`src/rtl/wb_port_arbiter_pkg.sv`:
```
// Shared types and constants for the register-file write-port arbiter.
// Holds the register index width, the write-source encoding and the default data width.
package wb_port_arbiter_pkg;

  localparam int unsigned REG_IDX_W = 5;
  localparam int unsigned DEF_DATA_WIDTH = 32;

  // Which requester owns the write port this cycle.
  typedef enum logic [1:0] {
    WB_SRC_NONE   = 2'd0,
    WB_SRC_PIPE   = 2'd1,
    WB_SRC_BUF    = 2'd2,
    WB_SRC_BYPASS = 2'd3
  } wb_src_e;

endpackage

```
`src/rtl/wb_buf_fifo.sv`:
```
// Synchronous DEPTH-entry FIFO of {rd, data} for buffered LLU results.
// Exposes per-entry rd/valid so the hazard compare can see every pending write.
module wb_buf_fifo
  import wb_port_arbiter_pkg::*;
#(
  parameter int unsigned DATA_WIDTH = DEF_DATA_WIDTH,
  parameter int unsigned DEPTH      = 2,
  localparam int unsigned CntW      = $clog2(DEPTH + 1),
  localparam int unsigned PtrW      = (DEPTH > 1) ? $clog2(DEPTH) : 1
) (
  input  logic                              clk,
  input  logic                              rst,
  input  logic                              push,
  input  logic [REG_IDX_W-1:0]              push_rd,
  input  logic [DATA_WIDTH-1:0]             push_data,
  input  logic                              pop,
  output logic [REG_IDX_W-1:0]              head_rd,
  output logic [DATA_WIDTH-1:0]             head_data,
  output logic [CntW-1:0]                   count,
  output logic [DEPTH-1:0]                  ent_valid,
  output logic [DEPTH-1:0][REG_IDX_W-1:0]   ent_rd
);

  logic [REG_IDX_W-1:0]  rd_q   [DEPTH];
  logic [DATA_WIDTH-1:0] data_q [DEPTH];
  logic [DEPTH-1:0]      valid_q;
  logic [PtrW-1:0]       wr_ptr_q, rd_ptr_q;
  logic [CntW-1:0]       count_q;

  function automatic logic [PtrW-1:0] ptr_inc(input logic [PtrW-1:0] ptr);
    return (ptr == PtrW'(DEPTH - 1)) ? '0 : ptr + PtrW'(1);
  endfunction

  always_ff @(posedge clk) begin
    if (rst) begin
      wr_ptr_q <= '0;
      rd_ptr_q <= '0;
      count_q  <= '0;
      valid_q  <= '0;
    end else begin
      if (push) begin
        rd_q[wr_ptr_q]    <= push_rd;
        data_q[wr_ptr_q]  <= push_data;
        valid_q[wr_ptr_q] <= 1'b1;
        wr_ptr_q          <= ptr_inc(wr_ptr_q);
      end
      // Push and pop never hit the same slot: push needs room, pop needs an entry.
      if (pop) begin
        valid_q[rd_ptr_q] <= 1'b0;
        rd_ptr_q          <= ptr_inc(rd_ptr_q);
      end
      unique case ({push, pop})
        2'b10:   count_q <= count_q + CntW'(1);
        2'b01:   count_q <= count_q - CntW'(1);
        default: count_q <= count_q;
      endcase
    end
  end

  always_comb begin
    head_rd   = rd_q[rd_ptr_q];
    head_data = data_q[rd_ptr_q];
    count     = count_q;
    ent_valid = valid_q;
    for (int i = 0; i < DEPTH; i++) begin
      ent_rd[i] = rd_q[i];
    end
  end

endmodule

```
`src/rtl/wb_port_arbiter.sv`:
```
// Arbitrates the single register-file write port between pipeline writeback and the LLU,
// with a result buffer, starvation-forced WB bubbles and a pending-write hazard query.
module wb_port_arbiter
  import wb_port_arbiter_pkg::*;
#(
  parameter int unsigned DATA_WIDTH   = DEF_DATA_WIDTH,
  parameter int unsigned DEPTH        = 2,
  parameter int unsigned STARVE_LIMIT = 4,
  localparam int unsigned CntW        = $clog2(DEPTH + 1)
) (
  input  logic                  clk,
  input  logic                  rst,
  input  logic                  pipe_we,
  input  logic [REG_IDX_W-1:0]  pipe_rd,
  input  logic [DATA_WIDTH-1:0] pipe_wdata,
  input  logic                  llu_valid,
  input  logic [REG_IDX_W-1:0]  llu_rd,
  input  logic [DATA_WIDTH-1:0] llu_wdata,
  output logic                  llu_ready,
  output logic                  rf_we,
  output logic [REG_IDX_W-1:0]  rf_waddr,
  output logic [DATA_WIDTH-1:0] rf_wdata,
  output logic                  pipe_stall,
  input  logic [REG_IDX_W-1:0]  hz_rs1,
  input  logic [REG_IDX_W-1:0]  hz_rs2,
  input  logic [REG_IDX_W-1:0]  hz_rd,
  output logic                  hz_hit,
  output logic [CntW-1:0]       buf_count
);

  localparam int unsigned StW = $clog2(STARVE_LIMIT + 1);
  localparam logic [StW-1:0]  StarveMax = StW'(STARVE_LIMIT);
  localparam logic [CntW-1:0] DepthCnt  = CntW'(DEPTH);

  logic [StW-1:0]                 starve_q, starve_d;
  wb_src_e                        src;
  logic                           llu_xfer, push, pop, buf_empty;
  logic [REG_IDX_W-1:0]           head_rd;
  logic [DATA_WIDTH-1:0]          head_data;
  logic [DEPTH-1:0]               ent_valid;
  logic [DEPTH-1:0][REG_IDX_W-1:0] ent_rd;

  wb_buf_fifo #(
    .DATA_WIDTH (DATA_WIDTH),
    .DEPTH      (DEPTH)
  ) u_buf (
    .clk       (clk),
    .rst       (rst),
    .push      (push),
    .push_rd   (llu_rd),
    .push_data (llu_wdata),
    .pop       (pop),
    .head_rd   (head_rd),
    .head_data (head_data),
    .count     (buf_count),
    .ent_valid (ent_valid),
    .ent_rd    (ent_rd)
  );

  assign buf_empty = (buf_count == '0);

  always_comb begin
    // Ready depends only on registered occupancy, never on this cycle's drain.
    llu_ready  = !rst && (buf_count < DepthCnt);
    pipe_stall = !rst && (starve_q == StarveMax);
    llu_xfer   = llu_valid && llu_ready;

    src = WB_SRC_NONE;
    if (!rst) begin
      if (!pipe_stall && pipe_we && (pipe_rd != '0)) begin
        src = WB_SRC_PIPE;
      end else if (!buf_empty) begin
        src = WB_SRC_BUF;
      end else if (llu_xfer && (llu_rd != '0)) begin
        src = WB_SRC_BYPASS;
      end
    end

    pop  = (src == WB_SRC_BUF);
    push = llu_xfer && (llu_rd != '0) && (src != WB_SRC_BYPASS);

    rf_we    = 1'b0;
    rf_waddr = '0;
    rf_wdata = '0;
    unique case (src)
      WB_SRC_PIPE: begin
        rf_we    = 1'b1;
        rf_waddr = pipe_rd;
        rf_wdata = pipe_wdata;
      end
      WB_SRC_BUF: begin
        rf_we    = 1'b1;
        rf_waddr = head_rd;
        rf_wdata = head_data;
      end
      WB_SRC_BYPASS: begin
        rf_we    = 1'b1;
        rf_waddr = llu_rd;
        rf_wdata = llu_wdata;
      end
      default: ;
    endcase
  end

  always_comb begin
    starve_d = starve_q;
    if (pop || buf_empty) begin
      starve_d = '0;
    end else if (starve_q != StarveMax) begin
      starve_d = starve_q + StW'(1);
    end
  end

  always_ff @(posedge clk) begin
    if (rst) begin
      starve_q <= '0;
    end else begin
      starve_q <= starve_d;
    end
  end

  // x0 never hits; buffered entries and an in-flight LLU result both count as pending.
  always_comb begin
    hz_hit = 1'b0;
    if (!rst) begin
      for (int i = 0; i < DEPTH; i++) begin
        if (ent_valid[i] && (ent_rd[i] != '0) &&
            (ent_rd[i] == hz_rs1 || ent_rd[i] == hz_rs2 || ent_rd[i] == hz_rd)) begin
          hz_hit = 1'b1;
        end
      end
      if (llu_valid && (llu_rd != '0) &&
          (llu_rd == hz_rs1 || llu_rd == hz_rs2 || llu_rd == hz_rd)) begin
        hz_hit = 1'b1;
      end
    end
  end

endmodule

```
`config.mk`:
```
export PLATFORM = sky130hd
export DESIGN_NAME = wb_port_arbiter
export DESIGN_NICKNAME = d
export VERILOG_FILES = /design/src/rtl/wb_port_arbiter_pkg.sv /design/src/rtl/wb_buf_fifo.sv /design/src/rtl/wb_port_arbiter.sv
export SDC_FILE = /design/constraint.sdc
export NUM_CORES = 1
export LEC_CHECK = 0
export CORE_ASPECT_RATIO = 1.2
export CORE_MARGIN = 1
export CORE_UTILIZATION = 48
export CTS_BUF_LIST = sky130_fd_sc_hd__clkbuf_4 sky130_fd_sc_hd__clkbuf_8
export DETAILED_ROUTE_END_ITERATION = 12
export PLACE_DENSITY = 0.91
export SETUP_SLACK_MARGIN = 0.3
export SYNTH_ARGS = -nofsm -noshare
export SYNTH_HDL_FRONTEND = slang
export SYNTH_SLANG_ARGS = --single-unit
```
`constraint.sdc`:
```
create_clock -name clk -period 4.98 [get_ports clk]
set_input_delay 0.498 -clock clk [delete_from_list [all_inputs] [get_ports clk]]
set_output_delay 0.498 -clock clk [all_outputs]
set_load 0.03 [all_outputs]
```
==> flow_summary.json, run 1 <==
{
  "status": "complete, no violations",
  "syn-num-nets": 432,
  "seq_area_sq_um": 2424,
  "htreeDepth": 3,
  "setup_viol": 0,
  "dieArea_sq_um": 9247,
  "fin_area_sq_um": 5938,
  "grt_max_degree": 38,
  "cp_cell_sequence": "clkdlybuf4s50_1 -> or4_1 -> o221ai_2 -> and3_1 -> buf_4 -> a221o_1 -> clkdlybuf4s50_1",
  "cts_resized": 0,
  "worst_pin_slew_ns": 1.169,
  "leakage_nw": 1.948,
  "clock_latency_ns": 0.35,
  "startpoint_type": "input pin",
  "timing.slew.headroom": 0.2206,
  "grt_antenna_before_repair": 0,
  "gr-total-overflow": 0,
  "slowest_delay_ns": 0.69,
  "fin_nets": 567,
  "synth_seq_area_share": 0.5692,
  "grt_pass1_wl_um": 18090,
  "port_buffers": 135,
  "antennaDiodeCount": 0,
  "finalHoldViolCount": 0,
  "grtUsageMet2": 0.4607,
  "drive_above_1_share": 0.06303,
  "clock_sinks": 84,
  "slew_viol_final": 0,
  "max_freq_mhz": 232.2,
  "rr_worst_depth": 6,
  "clockBufferDepth": 2,
  "period_share": 0.8647,
  "crit_buf_inv": 3,
  "grtUsageMet3": 0.03555,
  "cts_tree": "built",
  "cp.depth": 7,
  "criticalPathCategory": "in -> out",
  "routabilityCongestion": 0.8806,
  "synth_warnings": 0,
  "fin_worst_skew_ns": 0.01069,
  "cts_setup_buffers": 0,
  "die_h_um": 105.1,
  "combPwrFrac": 0.213,
  "rows": 37,
  "dpl_cell_area_sq_um": 5718,
  "grt_use_met1": 0.3035,
  "drc_errors": 0,
  "place_hpwl_um": 8025,
  "viasPerCell": 5.739,
  "die_w_um": 87.95,
  "syn_inst": 336,
  "drv_cap": 0,
  "drtAntennaViolNets": 0,
  "ctsHoldBuffers": 0,
  "swShare": 0.2627,
  "slowest_stage": "clkdlybuf4s50_1",
  "tns_ns": 0,
  "cp_max_fo": 19,
  "io_pins": 136,
  "r2r_end": "u_buf.data_q[1][2]",
  "hold_class": "reg -> reg",
  "required_ns": 4.48,
  "drt_iter0_markers": 342,
  "ir_drop_mv": 0.2285,
  "reg2reg_slack_ns": 1.83,
  "multiInputGateArea_sq_um": 1714,
  "power_density_nw_per_um2": 288.7,
  "critPathCapture": "rf_wdata[14]",
  "num_vias": 3403,
  "final_common_cell": "clkdlybuf4s50_1",
  "dr.pass1.iters": 5,
  "final.min_clock_period_ns": 4.306,
  "p_sw_mw": 0.4504,
  "synth.avg_cell_area_sq_um": 12.66,
  "rsz0062_at_grt": "false",
  "track_usage": 0.2628,
  "clk_pin_slew_worst_paths_ns": 0.08,
  "grt_pass1_vias": 3535,
  "crit_start": "pipe_rd[3]",
  "seqPwrFrac": 0.477,
  "path_delay_family": "buffers and inverters",
  "wirelength_um": 11720,
  "num-fill-cells": 640,
  "timing.rr.start": "starve_q[0]",
  "yosysUniqueCellTypes": 33,
  "crit_top_cell": "clkdlybuf4s50_1",
  "coreArea_sq_um": 8611,
  "critPathArrivalTime_ns": 3.81,
  "power_frac_clock": 0.310,
  "root_buffer": "clkbuf_8",
  "ys_ff_latch": 84,
  "crit_path_end_kind": "output port",
  "synthToLayoutAreaGrowth_pct": 39.55,
  "start_util": 0.4942,
  "netlist_area_sq_um": 4255,
  "top_usage_layer": "met2",
  "p_int_mw": 1.264,
  "cts_buffers": 9,
  "wl_per_cell_um": 19.76,
  "layout_common_cells": "135 x clkdlybuf4s50_1, 74 x edfxtp_1, 48 x nor2_1"
}
-- power by group through the flow --
stage,registers (mW),logic (mW),clock network (mW)
3_3_place_gp,0.831,0.353,0
2_1_floorplan,0.823,0.190,0
6_report,0.818,0.365,0.532
5_1_grt,0.821,0.385,0.565
3_5_place_dp,0.833,0.360,0
4_1_cts,0.818,0.364,0.537
-- final cells by class --
cell class                 count  area share
clock buffer                  10     0.02212
clock inverter                 6     0.01496
inverter                       6    0.003793
multi-input combinational    227      0.2887
sequential                    84      0.4081
tap                          117     0.02465
timing repair buffer         143      0.2377
-- worst min-delay path by stage --
stage,from,end,cells past startpoint
after CTS,starve_q[1],starve_q[1],2
after global routing,starve_q[1],starve_q[1],2
after floorplan,u_buf.rd_ptr_q,u_buf.ent_valid[1],1
after global placement,starve_q[1],starve_q[1],2
after detailed placement,u_buf.rd_ptr_q,u_buf.ent_valid[1],1
final,starve_q[1],starve_q[1],2
-- worst register-to-register path: stages, from the launching register on --
cell       delay, ns
dfxtp_1         0.38
inv_1           0.06
ha_1            0.22
nand2_1         0.21
o221ai_2        0.21
a2111oi_0       0.80
and2_2          0.89
-- synthesized netlist by cell type, drive strengths merged --
cell type / count / area [sq um]
and3: 1 / 6.260
a221o: 37 / 370.4
a21oi: 3 / 15.01
o221ai: 2 / 23.77
clkbuf: 10 / 37.54
a211o: 1 / 8.760
o221a: 1 / 11.26
o211ai: 2 / 15.01
nand3: 10 / 50.05
nor3: 13 / 65.06
xor2: 20 / 175.2
a2111oi: 1 / 8.760
buf: 9 / 67.56
xnor2: 29 / 254.0
nand3b: 1 / 7.510
or3: 1 / 6.260
or4: 4 / 30.03
dfxtp: 10 / 200.2
nand2: 4 / 15.01
o21ai: 4 / 23.77
and2: 1 / 6.260
inv: 6 / 22.52
edfxtp: 74 / 2222
nor2: 49 / 183.9
ha: 3 / 37.54
o31ai: 1 / 7.510
a31oi: 1 / 6.260
mux2i: 37 / 370.4
a211oi: 1 / 7.510
-- cells by family (layout without fill, tap and decap cells) --
logic type / count (synthesis) / count (layout) / share of synthesized area
AO/OA/AOI/OAI: 54 / 54 / 0.1170
XOR/XNOR: 49 / 49 / 0.1009
adder cells (fa/ha/maj): 3 / 3 / 0.008822
buffers and inverters: 25 / 165 / 0.02999
flip-flops: 84 / 84 / 0.5692
multiplexers: 37 / 37 / 0.08703
AND/OR/NAND/NOR: 84 / 84 / 0.08704
-- flip-flops by register name (all words and copies together) (netlist names), named ones only --
register / flops
u_buf.count: 2
u_buf.data_q: 64
u_buf.rd_q: 10
u_buf.wr_ptr_q: 1
u_buf.ent_valid: 2
starve_q: 3
u_buf.rd_ptr_q: 1
-- metrics by stage --
step	worst slack (ns)	power (mW)	hold slack [ns]	util	cells
3_3_place_gp	0.8114	1.184	0.4683	0.6641	577
3_5_place_dp	0.7095	1.193	0.4927	0.6641	577
4_1_cts	0.6967	1.719	0.5117	0.6896	593
6_report	0.6736	1.715	0.5084	0.6896	593
2_1_floorplan	0.5586	1.013	0.4586	-	336
5_1_grt	0.5445	1.771	0.5462	0.6896	593
-- routing by layer --
metal  wire [um]  up-vias
li1            -     1556
met1        4311     1639
met2        6344      174
met3         638       34
met4         425        0
met5           0        -
(Power assumes the default switching activity.)
==> run 2: changes to the inputs <==
--- a/config.mk
+++ b/config.mk
@@ -5,7 +5,7 @@
 export SDC_FILE = /design/constraint.sdc
 export NUM_CORES = 1
 export LEC_CHECK = 0
-export CORE_ASPECT_RATIO = 1.2
+export CORE_ASPECT_RATIO = 1.25
 export CORE_MARGIN = 1
 export CORE_UTILIZATION = 48
 export CTS_BUF_LIST = sky130_fd_sc_hd__clkbuf_4 sky130_fd_sc_hd__clkbuf_8
==> run 2 against run 1 <==
Clock power is 12% lower. Final cell count is 0.34% lower. Sequential share of layout area is 0.40 points higher. Clock-buffer cell count is 1 higher. Critical path type unchanged. Largest cell class unchanged.
==> flow_summary.json, run 2 (synthesis gave the netlist of run 1 again) <==
{
  "fin_nets": 562,
  "timing.slew.headroom": 0.2160,
  "wl_per_cell_um": 17.55,
  "clk_pin_slew_worst_paths_ns": 0.08,
  "wirelength_um": 10370,
  "top_register": "u_buf.data_q",
  "status": "complete, no violations",
  "grt_pass1_wl_um": 16240,
  "criticalPathCategory": "in -> out",
  "coreArea_sq_um": 8653,
  "track_usage": 0.2327,
  "hold_class": "reg -> reg",
  "critPathArrivalTime_ns": 3.71,
  "clockBufferDepth": 2,
  "drt_iter0_markers": 178,
  "fin_worst_skew_ns": 0.01158,
  "max_freq_mhz": 237.8,
  "finalHoldViolCount": 0,
  "fin_cells": 591,
  "crit_path_end_kind": "output port",
  "multiInputGateArea_sq_um": 1719,
  "slew_viol_final": 0,
  "leakage_nw": 1.918,
  "r2r_end": "u_buf.data_q[1][12]",
  "ir_drop_mv": 0.1971,
  "final.min_clock_period_ns": 4.205,
  "viasPerCell": 5.440,
  "pre_cts_ws_ns": 0.7632,
  "power_density_nw_per_um2": 278.5,
  "cp_max_fo": 23,
  "layout_common_cells": "135 x clkdlybuf4s50_1, 74 x edfxtp_1, 48 x nor2_1",
  "place_inst": 575,
  "io_pins": 136,
  "gr-total-overflow": 0,
  "reg2reg_slack_ns": 1.81,
  "worst_pin_slew_ns": 1.176,
  "dr.pass1.iters": 4,
  "cts_resized": 0,
  "num_vias": 3215,
  "synthToLayoutAreaGrowth_pct": 38.19,
  "routabilityCongestion": 0.9359,
  "setup_ws_ns": 0.7753,
  "tns_ns": 0,
  "root_buffer": "clkbuf_8",
  "cts_buffers": 9,
  "power_mw": 1.638,
  "cts_setup_buffers": 0,
  "clock_sinks": 84,
  "cts_tree": "built",
  "largest_register_ff_count": 64,
  "rsz0062_at_grt": "false",
  "setup_viol": 0,
  "rows": 38,
  "rr_worst_depth": 6,
  "largestRegisters": "u_buf.data_q x64, u_buf.rd_q x10, starve_q x3",
  "ctsHoldBuffers": 0,
  "grt_max_degree": 39,
  "period_share": 0.8443,
  "drtAntennaViolNets": 0,
  "antennaDiodeCount": 0,
  "clock_latency_ns": 0.34,
  "hold_depth": 2,
  "timing.rr.start": "starve_q[0]",
  "whs_endpoint": "starve_q[1]",
  "start_util": 0.4918,
  "grt_pass1_vias": 3354,
  "required_ns": 4.48,
  "dieArea_sq_um": 9248,
  "drc_errors": 0,
  "holdCritStartpoint": "starve_q[1]",
  "startpoint_type": "input pin",
  "drv_cap": 0,
  "seq_area_sq_um": 2424,
  "die_h_um": 107.3,
  "port_buffers": 135,
  "grt_antenna_before_repair": 0,
  "place_hpwl_um": 7122,
  "num-fill-cells": 663,
  "htreeDepth": 3,
  "drive_above_1_share": 0.05308,
  "die_w_um": 86.22,
  "final_common_cell": "clkdlybuf4s50_1",
  "holdWs_ns": 0.5090
}
-- run 2: routing by layer --
| layer | GRT usage | up-vias | share of wire |
|---|---|---|---|
| li1 | - | 1545 | - |
| met1 | 0.2758 | 1540 | 0.42 |
| met2 | 0.4042 | 122 | 0.52 |
| met3 | 0.05675 | 8 | 0.053 |
| met4 | 0.09048 | 0 | 0.0088 |
| met5 | 0 | - | 0 |
-- run 2: worst max-delay path by stage --
stage / startpoint / endpoint / slack (ns) / cells after the start
final: pipe_rd[3] / rf_wdata[13] / 0.78 / 7
after detailed placement: pipe_rd[1] / rf_wdata[13] / 0.76 / 7
after global routing: pipe_rd[1] / rf_wdata[20] / 0.57 / 7
after floorplan: starve_q[0] / u_buf.ent_valid[0] / 0.56 / 7
after global placement: pipe_rd[1] / rf_waddr[0] / 0.81 / 7
after CTS: pipe_rd[1] / rf_wdata[6] / 0.76 / 7
-- run 2: power breakdown --
group | switching [mW] | leakage (nW) | internal (mW)
clock | 0.225 | 0.102 | 0.241
sequential | 0.0235 | 0.754 | 0.793
combinational | 0.175 | 1.06 | 0.181
total | 0.424 | 1.92 | 1.21
-- run 2: metrics by stage --
stage	area, sq um	util
final	5881	0.6796
after detailed placement	5689	0.6575
after floorplan	4255	-
after global routing	5881	0.6796
after global placement	5689	0.6575
after CTS	5881	0.6796
-- run 2: layout make-up --
class	instances	area share
Sequential cell	84	0.4121
Tap cell	120	0.02553
Clock inverter	5	0.008936
Timing Repair Buffer	138	0.2336
Inverter	6	0.003830
Multi-Input combinational cell	227	0.2923
Clock buffer	11	0.02362
-- run 2: critical path, stage by stage --
cell and delay, ns:
clkdlybuf4s50_1 0.43, or4_1 0.54, o221ai_2 0.33, and3_1 0.60
buf_4 0.39, a221o_1 0.21, clkdlybuf4s50_1 0.68
==> run 3: changes to the inputs <==
--- a/config.mk
+++ b/config.mk
@@ -7,10 +7,10 @@
 export LEC_CHECK = 0
 export CORE_ASPECT_RATIO = 1.25
 export CORE_MARGIN = 1
-export CORE_UTILIZATION = 48
+export CORE_UTILIZATION = 43
 export CTS_BUF_LIST = sky130_fd_sc_hd__clkbuf_4 sky130_fd_sc_hd__clkbuf_8
 export DETAILED_ROUTE_END_ITERATION = 12
-export PLACE_DENSITY = 0.91
+export PLACE_DENSITY = 0.86
 export SETUP_SLACK_MARGIN = 0.3
 export SYNTH_ARGS = -nofsm -noshare
 export SYNTH_HDL_FRONTEND = slang
==> constraint.sdc (replaced) <==
create_clock -name clk -period 3.4 [get_ports clk]
set_input_delay 0.34 -clock clk [delete_from_list [all_inputs] [get_ports clk]]
set_output_delay 0.34 -clock clk [all_outputs]
set_load 0.03 [all_outputs]
==> run 3 against run 2 <==
Sequential share of layout area barely moved. First-iteration DRC count is 5.1% higher. Non-clock buffer count up 10. Register-to-register slack worse by 1.3 ns. Final cell count is 2.7% higher. Critical endpoint is now rf_wdata[18]. Largest cell class unchanged. Largest power group unchanged.
==> flow_summary.json, run 3 (synthesis gave the netlist of run 1 again) <==
{
  "status": "complete, no violations",
  "power_frac_clock": 0.251,
  "dr.pass1.iters": 4,
  "viasPerCell": 5.417,
  "coreArea_sq_um": 9609,
  "tns_ns": 0,
  "root_buffer": "clkbuf_8",
  "holdWs_ns": 0.5025,
  "place_hpwl_um": 7495,
  "crit_path_end_kind": "output port",
  "drive_above_1_share": 0.1476,
  "cts_tree": "built",
  "track_usage": 0.2024,
  "combPwrFrac": 0.229,
  "finalCoreUtilization": 0.6116,
  "cts_buffers": 9,
  "wirelength_um": 10490,
  "worst_pin_slew_ns": 0.8951,
  "rows": 40,
  "top_register": "u_buf.data_q",
  "routabilityCongestion": 0.9538,
  "power_density_nw_per_um2": 390.3,
  "p_int_mw": 1.674,
  "p_sw_mw": 0.6194,
  "startpoint_type": "input pin",
  "slew_viol_final": 0,
  "setup_ws_ns": 0.4072,
  "criticalPathCategory": "in -> out",
  "wl_per_cell_um": 17.29,
  "drv_cap": 0,
  "clockBufferDepth": 2,
  "swShare": 0.2700,
  "multiInputGateArea_sq_um": 1748,
  "rsz0062_at_grt": "true",
  "fin_worst_skew_ns": 0.009317,
  "slowest_delay_ns": 0.58,
  "die_h_um": 113.2,
  "hold_class": "reg -> reg",
  "grt_antenna_before_repair": 0,
  "layout_common_cells": "98 x clkdlybuf4s50_1, 74 x edfxtp_1, 49 x buf_4",
  "drc_errors": 0,
  "start_util": 0.4428,
  "cp_max_fo": 27,
  "cp_cell_sequence": "clkdlybuf4s50_1 -> or4_1 -> o221ai_4 -> nand2_1 -> buf_4 -> nor2_1 -> a221o_1 -> buf_4",
  "synthToLayoutAreaGrowth_pct": 38.11,
  "grt_max_degree": 39,
  "io_pins": 136,
  "largestRegisters": "u_buf.data_q x64, u_buf.rd_q x10, starve_q x3",
  "power_mw": 2.294,
  "crit_top_cell": "buf_4",
  "crit_buf_inv": 3,
  "die_w_um": 90.98,
  "critPathArrivalTime_ns": 2.65,
  "leakage_nw": 2.006,
  "grt_pass1_vias": 3402,
  "grt_pass1_wl_um": 16280,
  "pre_cts_ws_ns": 0.3023,
  "clock_latency_ns": 0.34,
  "timing.slew.headroom": 0.4033,
  "antennaDiodeCount": 0,
  "drt_iter0_markers": 187,
  "ir_drop_mv": 0.2547,
  "seqPwrFrac": 0.519,
  "cts_setup_buffers": 0,
  "clk_pin_slew_worst_paths_ns": 0.08,
  "gr-total-overflow": 0,
  "finalHoldViolCount": 0,
  "port_buffers": 135,
  "setup_viol": 0,
  "max_freq_mhz": 334.1,
  "fin_nets": 573,
  "period_share": 0.8802,
  "clock_sinks": 84,
  "required_ns": 3.06,
  "num_vias": 3288,
  "final.min_clock_period_ns": 2.993,
  "num-fill-cells": 801,
  "dieArea_sq_um": 10300,
  "largest_register_ff_count": 64,
  "htreeDepth": 3,
  "path_delay_family": "simple AND/OR/NAND/NOR gates",
  "seq_area_sq_um": 2424,
  "final_common_cell": "clkdlybuf4s50_1",
  "drtAntennaViolNets": 0,
  "slowest_stage": "or4_1"
}
run 3: final cells by class:
class                      count  share of cell area
clock inverter                 6            0.005535
clock buffer                   9             0.02108
sequential                    84              0.4124
inverter                       6            0.003832
tap                          126             0.02683
timing repair buffer         148              0.2329
multi-input combinational    228              0.2974
run 3: power groups by stage:
stage	Clock (mW)	Sequential, mW	Combinational (mW)
after global placement	0	1.21	0.511
final	0.577	1.19	0.526
after CTS	0.591	1.19	0.524
after floorplan	0	1.20	0.280
after global routing	0.631	1.20	0.560
after detailed placement	0	1.21	0.522
run 3: worst min-delay path, stage by stage, from the launching register on:
cell	delay (ns)
dfxtp_1	0.34
nand3_1	0.07
a21oi_1	0.05
run 3: path summary, 6_finish.rpt:
kind,start,end,slack [ns],cells past startpoint
max,pipe_rd[3],rf_wdata[18],0.41,8
min,starve_q[1],starve_q[1],0.50,2
max reg2reg,starve_q[0],u_buf.data_q[1][16],0.47,7
min reg2reg,starve_q[1],starve_q[1],0.50,2
run 3: metrics by stage:
stage / cells / cell area (sq um)
6_report: 607 / 5877
5_1_grt: 607 / 5877
4_1_cts: 606 / 5854
3_5_place_dp: 591 / 5698
3_3_place_gp: 591 / 5698
2_1_floorplan: 336 / 4267
run 3: metal layers:
metal  global-route usage  part of all wire
met5                    0                 0
met3              0.04704             0.061
met4              0.05820            0.0061
met2               0.3732              0.54
met1               0.2332              0.39
run 3: timing repair:
item | 4_1_cts | 5_1_grt
endpoints found under the setup margin | 0 | 37
endpoints found under the hold margin | 0 | 0
hold buffers | 0 | 0
gates resized for setup | 0 | 2
